## src/rtl/memory_access_stage_pkg.sv

```systemverilog
// Shared definitions for the memory-access stage and the MA/RW pipeline latch.
// The latch struct is also consumed by the write-back stage.
package memory_access_stage_pkg;

    localparam int DEF_DATA_W = 32;
    localparam int DEF_RD_W   = 4;

    typedef enum logic {
        MA_IDLE = 1'b0,
        MA_WAIT = 1'b1
    } ma_state_e;

    typedef struct packed {
        logic [DEF_DATA_W-1:0] aluresult;
        logic [DEF_DATA_W-1:0] ldresult;
        logic [31:0]           pc;
        logic [DEF_RD_W-1:0]   rd;
        logic                  iswb;
        logic                  isld;
        logic                  iscall;
    } ma_rw_t;

    function automatic logic is_word_aligned(input logic [1:0] addr_lsb);
        return addr_lsb == 2'b00;
    endfunction

endpackage

```

## src/rtl/memory_access_stage_ma_rw_latch.sv

```systemverilog
// MA/RW pipeline register: loads a full latch word when enabled, otherwise holds.
module ma_rw_latch
    import memory_access_stage_pkg::*;
(
    input  logic   clk,
    input  logic   reset,
    input  logic   load,
    input  ma_rw_t d,
    output ma_rw_t q
);

    ma_rw_t q_q;

    always_ff @(posedge clk) begin
        if (reset) begin
            q_q <= '0;
        end else if (load) begin
            q_q <= d;
        end
    end

    assign q = q_q;

endmodule

```

## src/rtl/memory_access_stage.sv

```systemverilog
// Memory-access stage: issues data-memory requests, stalls execute while an
// access is outstanding, and retires every instruction into the MA/RW latch.
module memory_access_stage
    import memory_access_stage_pkg::*;
#(
    parameter int DATA_W      = DEF_DATA_W,
    parameter int RD_W        = DEF_RD_W,
    parameter int MEM_TIMEOUT = 15
) (
    input  logic              clk,
    input  logic              reset,
    input  logic              ex_valid,
    output logic              ex_ready,
    input  logic [DATA_W-1:0] ex_aluresult,
    input  logic [DATA_W-1:0] ex_op2,
    input  logic [31:0]       ex_pc,
    input  logic [RD_W-1:0]   ex_rd,
    input  logic              ex_isld,
    input  logic              ex_isst,
    input  logic              ex_iswb,
    input  logic              ex_iscall,
    output logic              dmem_req,
    output logic              dmem_we,
    output logic [31:0]       dmem_addr,
    output logic [DATA_W-1:0] dmem_wdata,
    input  logic              dmem_ack,
    input  logic [DATA_W-1:0] dmem_rdata,
    output logic              rw_valid,
    output logic [DATA_W-1:0] rw_aluresult,
    output logic [DATA_W-1:0] rw_ldresult,
    output logic [31:0]       rw_pc,
    output logic [RD_W-1:0]   rw_rd,
    output logic              rw_iswb,
    output logic              rw_isld,
    output logic              rw_iscall,
    output logic              mem_error
);

    localparam int CNT_W = $clog2(MEM_TIMEOUT + 1);

    ma_state_e         state_q, state_d;
    logic [CNT_W-1:0]  cnt_q, cnt_d;
    logic              req_q, req_d;
    logic              we_q, we_d;
    logic [31:0]       addr_q, addr_d;
    logic [DATA_W-1:0] wdata_q, wdata_d;
    ma_rw_t            cap_q, cap_d;
    logic              rw_valid_q, rw_valid_d;
    logic              err_q, err_d;

    logic   rw_load;
    ma_rw_t rw_next;
    ma_rw_t rw_word;
    ma_rw_t ex_word;

    assign ex_word = '{aluresult: ex_aluresult, ldresult: '0, pc: ex_pc,
                       rd: ex_rd, iswb: ex_iswb, isld: ex_isld, iscall: ex_iscall};

    always_comb begin
        state_d    = state_q;
        cnt_d      = cnt_q;
        req_d      = req_q;
        we_d       = we_q;
        addr_d     = addr_q;
        wdata_d    = wdata_q;
        cap_d      = cap_q;
        rw_valid_d = 1'b0;
        err_d      = err_q;
        rw_load    = 1'b0;
        rw_next    = cap_q;

        case (state_q)
            MA_IDLE: begin
                if (ex_valid) begin
                    if (ex_isld || ex_isst) begin
                        if (is_word_aligned(ex_aluresult[1:0])) begin
                            req_d   = 1'b1;
                            we_d    = ex_isst;
                            addr_d  = ex_aluresult;
                            wdata_d = ex_op2;
                            cap_d   = ex_word;
                            cnt_d   = '0;
                            state_d = MA_WAIT;
                        end else begin
                            // Misaligned access retires immediately without a write-back.
                            rw_load      = 1'b1;
                            rw_next      = ex_word;
                            rw_next.iswb = 1'b0;
                            rw_valid_d   = 1'b1;
                            err_d        = 1'b1;
                        end
                    end else begin
                        rw_load    = 1'b1;
                        rw_next    = ex_word;
                        rw_valid_d = 1'b1;
                    end
                end
            end
            MA_WAIT: begin
                if (dmem_ack) begin
                    req_d            = 1'b0;
                    rw_load          = 1'b1;
                    rw_next          = cap_q;
                    rw_next.ldresult = (cap_q.isld && !we_q) ? dmem_rdata : '0;
                    rw_valid_d       = 1'b1;
                    state_d          = MA_IDLE;
                end else if (cnt_q == CNT_W'(MEM_TIMEOUT - 1)) begin
                    req_d        = 1'b0;
                    rw_load      = 1'b1;
                    rw_next      = cap_q;
                    rw_next.iswb = 1'b0;
                    rw_valid_d   = 1'b1;
                    err_d        = 1'b1;
                    state_d      = MA_IDLE;
                end else begin
                    cnt_d = cnt_q + CNT_W'(1);
                end
            end
            default: state_d = MA_IDLE;
        endcase
    end

    always_ff @(posedge clk) begin
        if (reset) begin
            state_q    <= MA_IDLE;
            cnt_q      <= '0;
            req_q      <= 1'b0;
            we_q       <= 1'b0;
            addr_q     <= '0;
            wdata_q    <= '0;
            cap_q      <= '0;
            rw_valid_q <= 1'b0;
            err_q      <= 1'b0;
        end else begin
            state_q    <= state_d;
            cnt_q      <= cnt_d;
            req_q      <= req_d;
            we_q       <= we_d;
            addr_q     <= addr_d;
            wdata_q    <= wdata_d;
            cap_q      <= cap_d;
            rw_valid_q <= rw_valid_d;
            err_q      <= err_d;
        end
    end

    ma_rw_latch u_rw_latch (
        .clk   (clk),
        .reset (reset),
        .load  (rw_load),
        .d     (rw_next),
        .q     (rw_word)
    );

    assign ex_ready     = (state_q == MA_IDLE);
    assign dmem_req     = req_q;
    assign dmem_we      = we_q;
    assign dmem_addr    = addr_q;
    assign dmem_wdata   = wdata_q;
    assign rw_valid     = rw_valid_q;
    assign rw_aluresult = rw_word.aluresult;
    assign rw_ldresult  = rw_word.ldresult;
    assign rw_pc        = rw_word.pc;
    assign rw_rd        = rw_word.rd;
    assign rw_iswb      = rw_word.iswb;
    assign rw_isld      = rw_word.isld;
    assign rw_iscall    = rw_word.iscall;
    assign mem_error    = err_q;

endmodule

```

## config.mk

```make
export PLATFORM = sky130hd
export DESIGN_NAME = memory_access_stage
export DESIGN_NICKNAME = d
export VERILOG_FILES = /design/src/rtl/memory_access_stage_pkg.sv /design/src/rtl/memory_access_stage_ma_rw_latch.sv /design/src/rtl/memory_access_stage.sv
export SDC_FILE = /design/constraint.sdc
export NUM_CORES = 1
export LEC_CHECK = 0
export ABC_AREA = 1
export BUFFER_PORTS_ARGS = -buffer_cell sky130_fd_sc_hd__buf_2
export CAP_MARGIN = 0
export CELL_PAD_IN_SITES_DETAIL_PLACEMENT = 0
export CELL_PAD_IN_SITES_GLOBAL_PLACEMENT = 1
export CORE_MARGIN = 2
export CORE_UTILIZATION = 38
export CTS_CLUSTER_SIZE = 14
export DETAILED_ROUTE_END_ITERATION = 6
export MAX_ROUTING_LAYER = met4
export PLACE_DENSITY_LB_ADDON = 0.25
export SKIP_CTS_REPAIR_TIMING = 1
export SLEW_MARGIN = 10
export SYNTH_ARGS = -nofsm -noshare
export SYNTH_HDL_FRONTEND = slang
export SYNTH_HIERARCHICAL = 1
export SYNTH_SLANG_ARGS = --single-unit
```

## constraint.sdc

```tcl
create_clock -name clk -period 3.32 [get_ports clk]
set_input_delay 0.166 -clock clk [delete_from_list [all_inputs] [get_ports clk]]
set_output_delay 0.166 -clock clk [all_outputs]
set_load 0.01 [all_outputs]
```

==> qor.csv <==
stage,metric,value,unit
outcome,status,completed,
global_route,antenna_found_initial,0,
layout,syn_to_final_growth,31.2,%
timing,finalSetupViolCount,0,
clock_network,clock_latency,0.52,ns
timing,worst_slew_pin_slew,0.754,ns
timing,finalCritPeriodShare,0.730,
worst_setup_path,cp.arrival,2.83,ns
worst_setup_path,critPathRequiredTime,3.73,ns
yosys,yosysMostFrequentCell,nand2_1,
detailed_routing,drt-vias-per-instance,4.25,
die,die_h,168,um
clock_network,clock_path_buffers,3,
layout,register_area,4300,um2
die,num_rows,60,
power_and_ir_drop,p_leak,7.30,nW
timing,fin_setup_tns,0,ns
layout,fill_cells,2767,
layout,drive_gt1_frac,0.189,
yosys,synth_async_sr_flop_share,0,
yosys,yosysSeqAreaShare,0.420,
timing,hold_viol,0,
yosys,synth_cells,1615,
yosys,synthTopCellsByArea,"dfxtp_1 (42%), nand2_1 (19%), nor2_1 (15%)",
detailed_routing,drt_iter0_drc,503,
yosys,syn_area,10300,um2
global_route,grt_max_degree,111,
power_and_ir_drop,p_sw,1.78,mW
timing,slew_violations,0,
detailed_routing,postRouteAntennaNets,0,
die,num_io_pins,312,
power_and_ir_drop,comb_power_share,0.160,
clock_network,h-tree-depth,1,
yosys,synth_edf_count,0,
worst_setup_path,end_kind,flop,
layout,final_core_util,0.504,
worst_setup_path,startpoint,cnt_q[0],
timing,rsz0062_at_grt,no,
global_route,grt_overflow,0,
detailed_routing,post_drt_wl_per_cell,11.4,um
worst_setup_path,worst-setup-path-type,flop to flop,
worst_setup_path,reg2reg_from,cnt_q[0],
yosys,synth_flop_cell,dfxtp_1,
hold_path,hold_class,input pin to flop,
yosys,synth_top_area_share,0.420,
clock_network,clk_pin_slew,0.06,ns
clock_network,cts_buffers,26,
yosys,synth_commonest_cells,"nand2_1 (508), nor2_1 (421), inv_1 (219)",
place,gp_congestion,0.812,
die,start_util,0.384,
yosys,yosysWarningCount,6,
clock_network,cts.sinks,215,
place,port_buffers,311,
power_and_ir_drop,p_seq_frac,0.418,
timing,max_slew_margin,0.498,
clock_network,root_buffer,clkbuf_16,
hold_path,min_from,dmem_ack,
yosys,synth_nets,1757,
die,fp.dieArea,28300,um2
layout,postLayoutCellArea,13500,um2
global_route,grt_use_total,0.182,
detailed_routing,post-route-drc-count,0,
die,coreArea,26700,um2
global_route,grt_pass1_wl,41700,um
detailed_routing,num_vias,9816,
power_and_ir_drop,p_sw_frac,0.262,
place,hpwlAfterDp,16700,um
yosys,avgSynthCellArea,6.35,um2
power_and_ir_drop,intPower,5.00,mW
yosys,yosysUniqueCellTypes,21,
power_and_ir_drop,p_per_area,504,nW/um2
yosys,post-synth-top-area-cell,dfxtp_1,
detailed_routing,first_pass_iters,5,
layout,fin_nets,2091,
flow_run,cap_violations,0,
power_and_ir_drop,peakVddDrop,0.417,mV
yosys,synth_seq_cells,215,
die,die_width,168,um
place,dpl_cell_area,11600,um2
global_route,grt_pass1_vias,8541,
clock_network,cts_tree,yes,
power_and_ir_drop,p_clk_frac,0.422,
timing,fin_crit,2.42,ns
timing,skew,0.00876,ns
layout,num_antenna_cells,0,
worst_setup_path,crit_fanout,69,
detailed_routing,wl,26400,um
timing,max_freq,413,MHz
worst_setup_path,startpoint_type,flop,
layout,multi_input_area,4270,um2
[kinds of logic (layout without fill, tap and decap cells)]
family | after synthesis | in the layout | share of synthesized area
AO/OA/AOI/OAI | 75 | 75 | 0.0366
adder cells (fa/ha/maj) | 2 | 2 | 0.00244
buffers and inverters | 343 | 695 | 0.165
flip-flops | 215 | 215 | 0.420
AND/OR/NAND/NOR | 980 | 980 | 0.376
[critical path, stage by stage (launching register included)]
cell and delay, ns:
dfxtp_1 0.34, inv_1 0.08, ha_1 0.15, nand3_1 0.13
nand2_1 0.22, nand2_1 0.16, nand2_4 0.59, buf_4 0.41
nand2_1 0.09, nand2_1 0.07, nor2_1 0.05
[final timing paths]
kind / slack, ns / endpoint / depth (start not counted)
max reg2reg: 0.90 / u_rw_latch/q[8] / 10
min reg2reg: 0.44 / dmem_req / 2
min: 0.02 / cnt_q[1] / 4
max: 0.90 / u_rw_latch/q[8] / 10
[power by group through the flow]
stage          sequential (mW)  combinational (mW)  clock, mW
2_1_floorplan             2.95               0.632          0
6_report                  2.84                1.08       2.86
3_3_place_gp              2.89               0.990          0
3_5_place_dp              2.89               0.999          0
4_1_cts                   2.84                1.00       2.97
5_1_grt                   2.86                1.24       3.07
[final cells by class]
class	count	area share
Inverter	222	0.0623
Multi-Input combinational cell	1057	0.317
Timing Repair Buffer	427	0.204
Sequential cell	215	0.320
Clock buffer	41	0.0593
Clock inverter	5	0.00558
Tap cell	341	0.0317
[cell usage in the layout (no fill, tap or decap)]
cell / n
buf_12: 5
nand3_1: 11
nand3_4: 1
a21oi_1: 4
o21ai_1: 23
dlygate4sd3_1: 103
clkbuf_8: 7
dfxtp_1: 215
nor2_1: 421
buf_2: 311
nand2_1: 507
clkbuf_16: 27
ha_1: 2
nor2_2: 1
inv_1: 218
clkbuf_1: 7
nand4_1: 3
clkinv_2: 5
nor2_8: 1
nor3b_1: 33
buf_4: 8
bufinv_16: 2
inv_4: 1
nand2_4: 2
o21ai_0: 48
inv_2: 1
[per-layer routing]
layer | GRT usage | vias up | part of all wire
met2 | 0.297 | 229 | 0.46
met3 | 0.0463 | 35 | 0.064
met4 | 0.0491 | 0 | 0.021
met1 | 0.224 | 4213 | 0.46
li1 | - | 5339 | -
met5 | - | - | 0
[state kept, by name, indices dropped and copies added (netlist names)]
name and cells:
rw_valid 1, state_q 1, dmem_req 1, cnt_q 4, dmem_wdata 32, mem_error 1, cap_q 71, u_rw_latch/q 103
dmem_we 1
[metrics by stage]
step	worst slack, ns	hold slack (ns)	std cells	power [mW]
global route	0.590	0.0529	2308	7.17
floorplan	1.64	0.235	1615	3.58
global placement	0.948	0.386	2159	3.88
finish	0.896	0.0249	2308	6.78
detailed placement	0.892	0.393	2159	3.89
CTS	0.877	-0.155	2205	6.81
(Power assumes the default switching activity.)
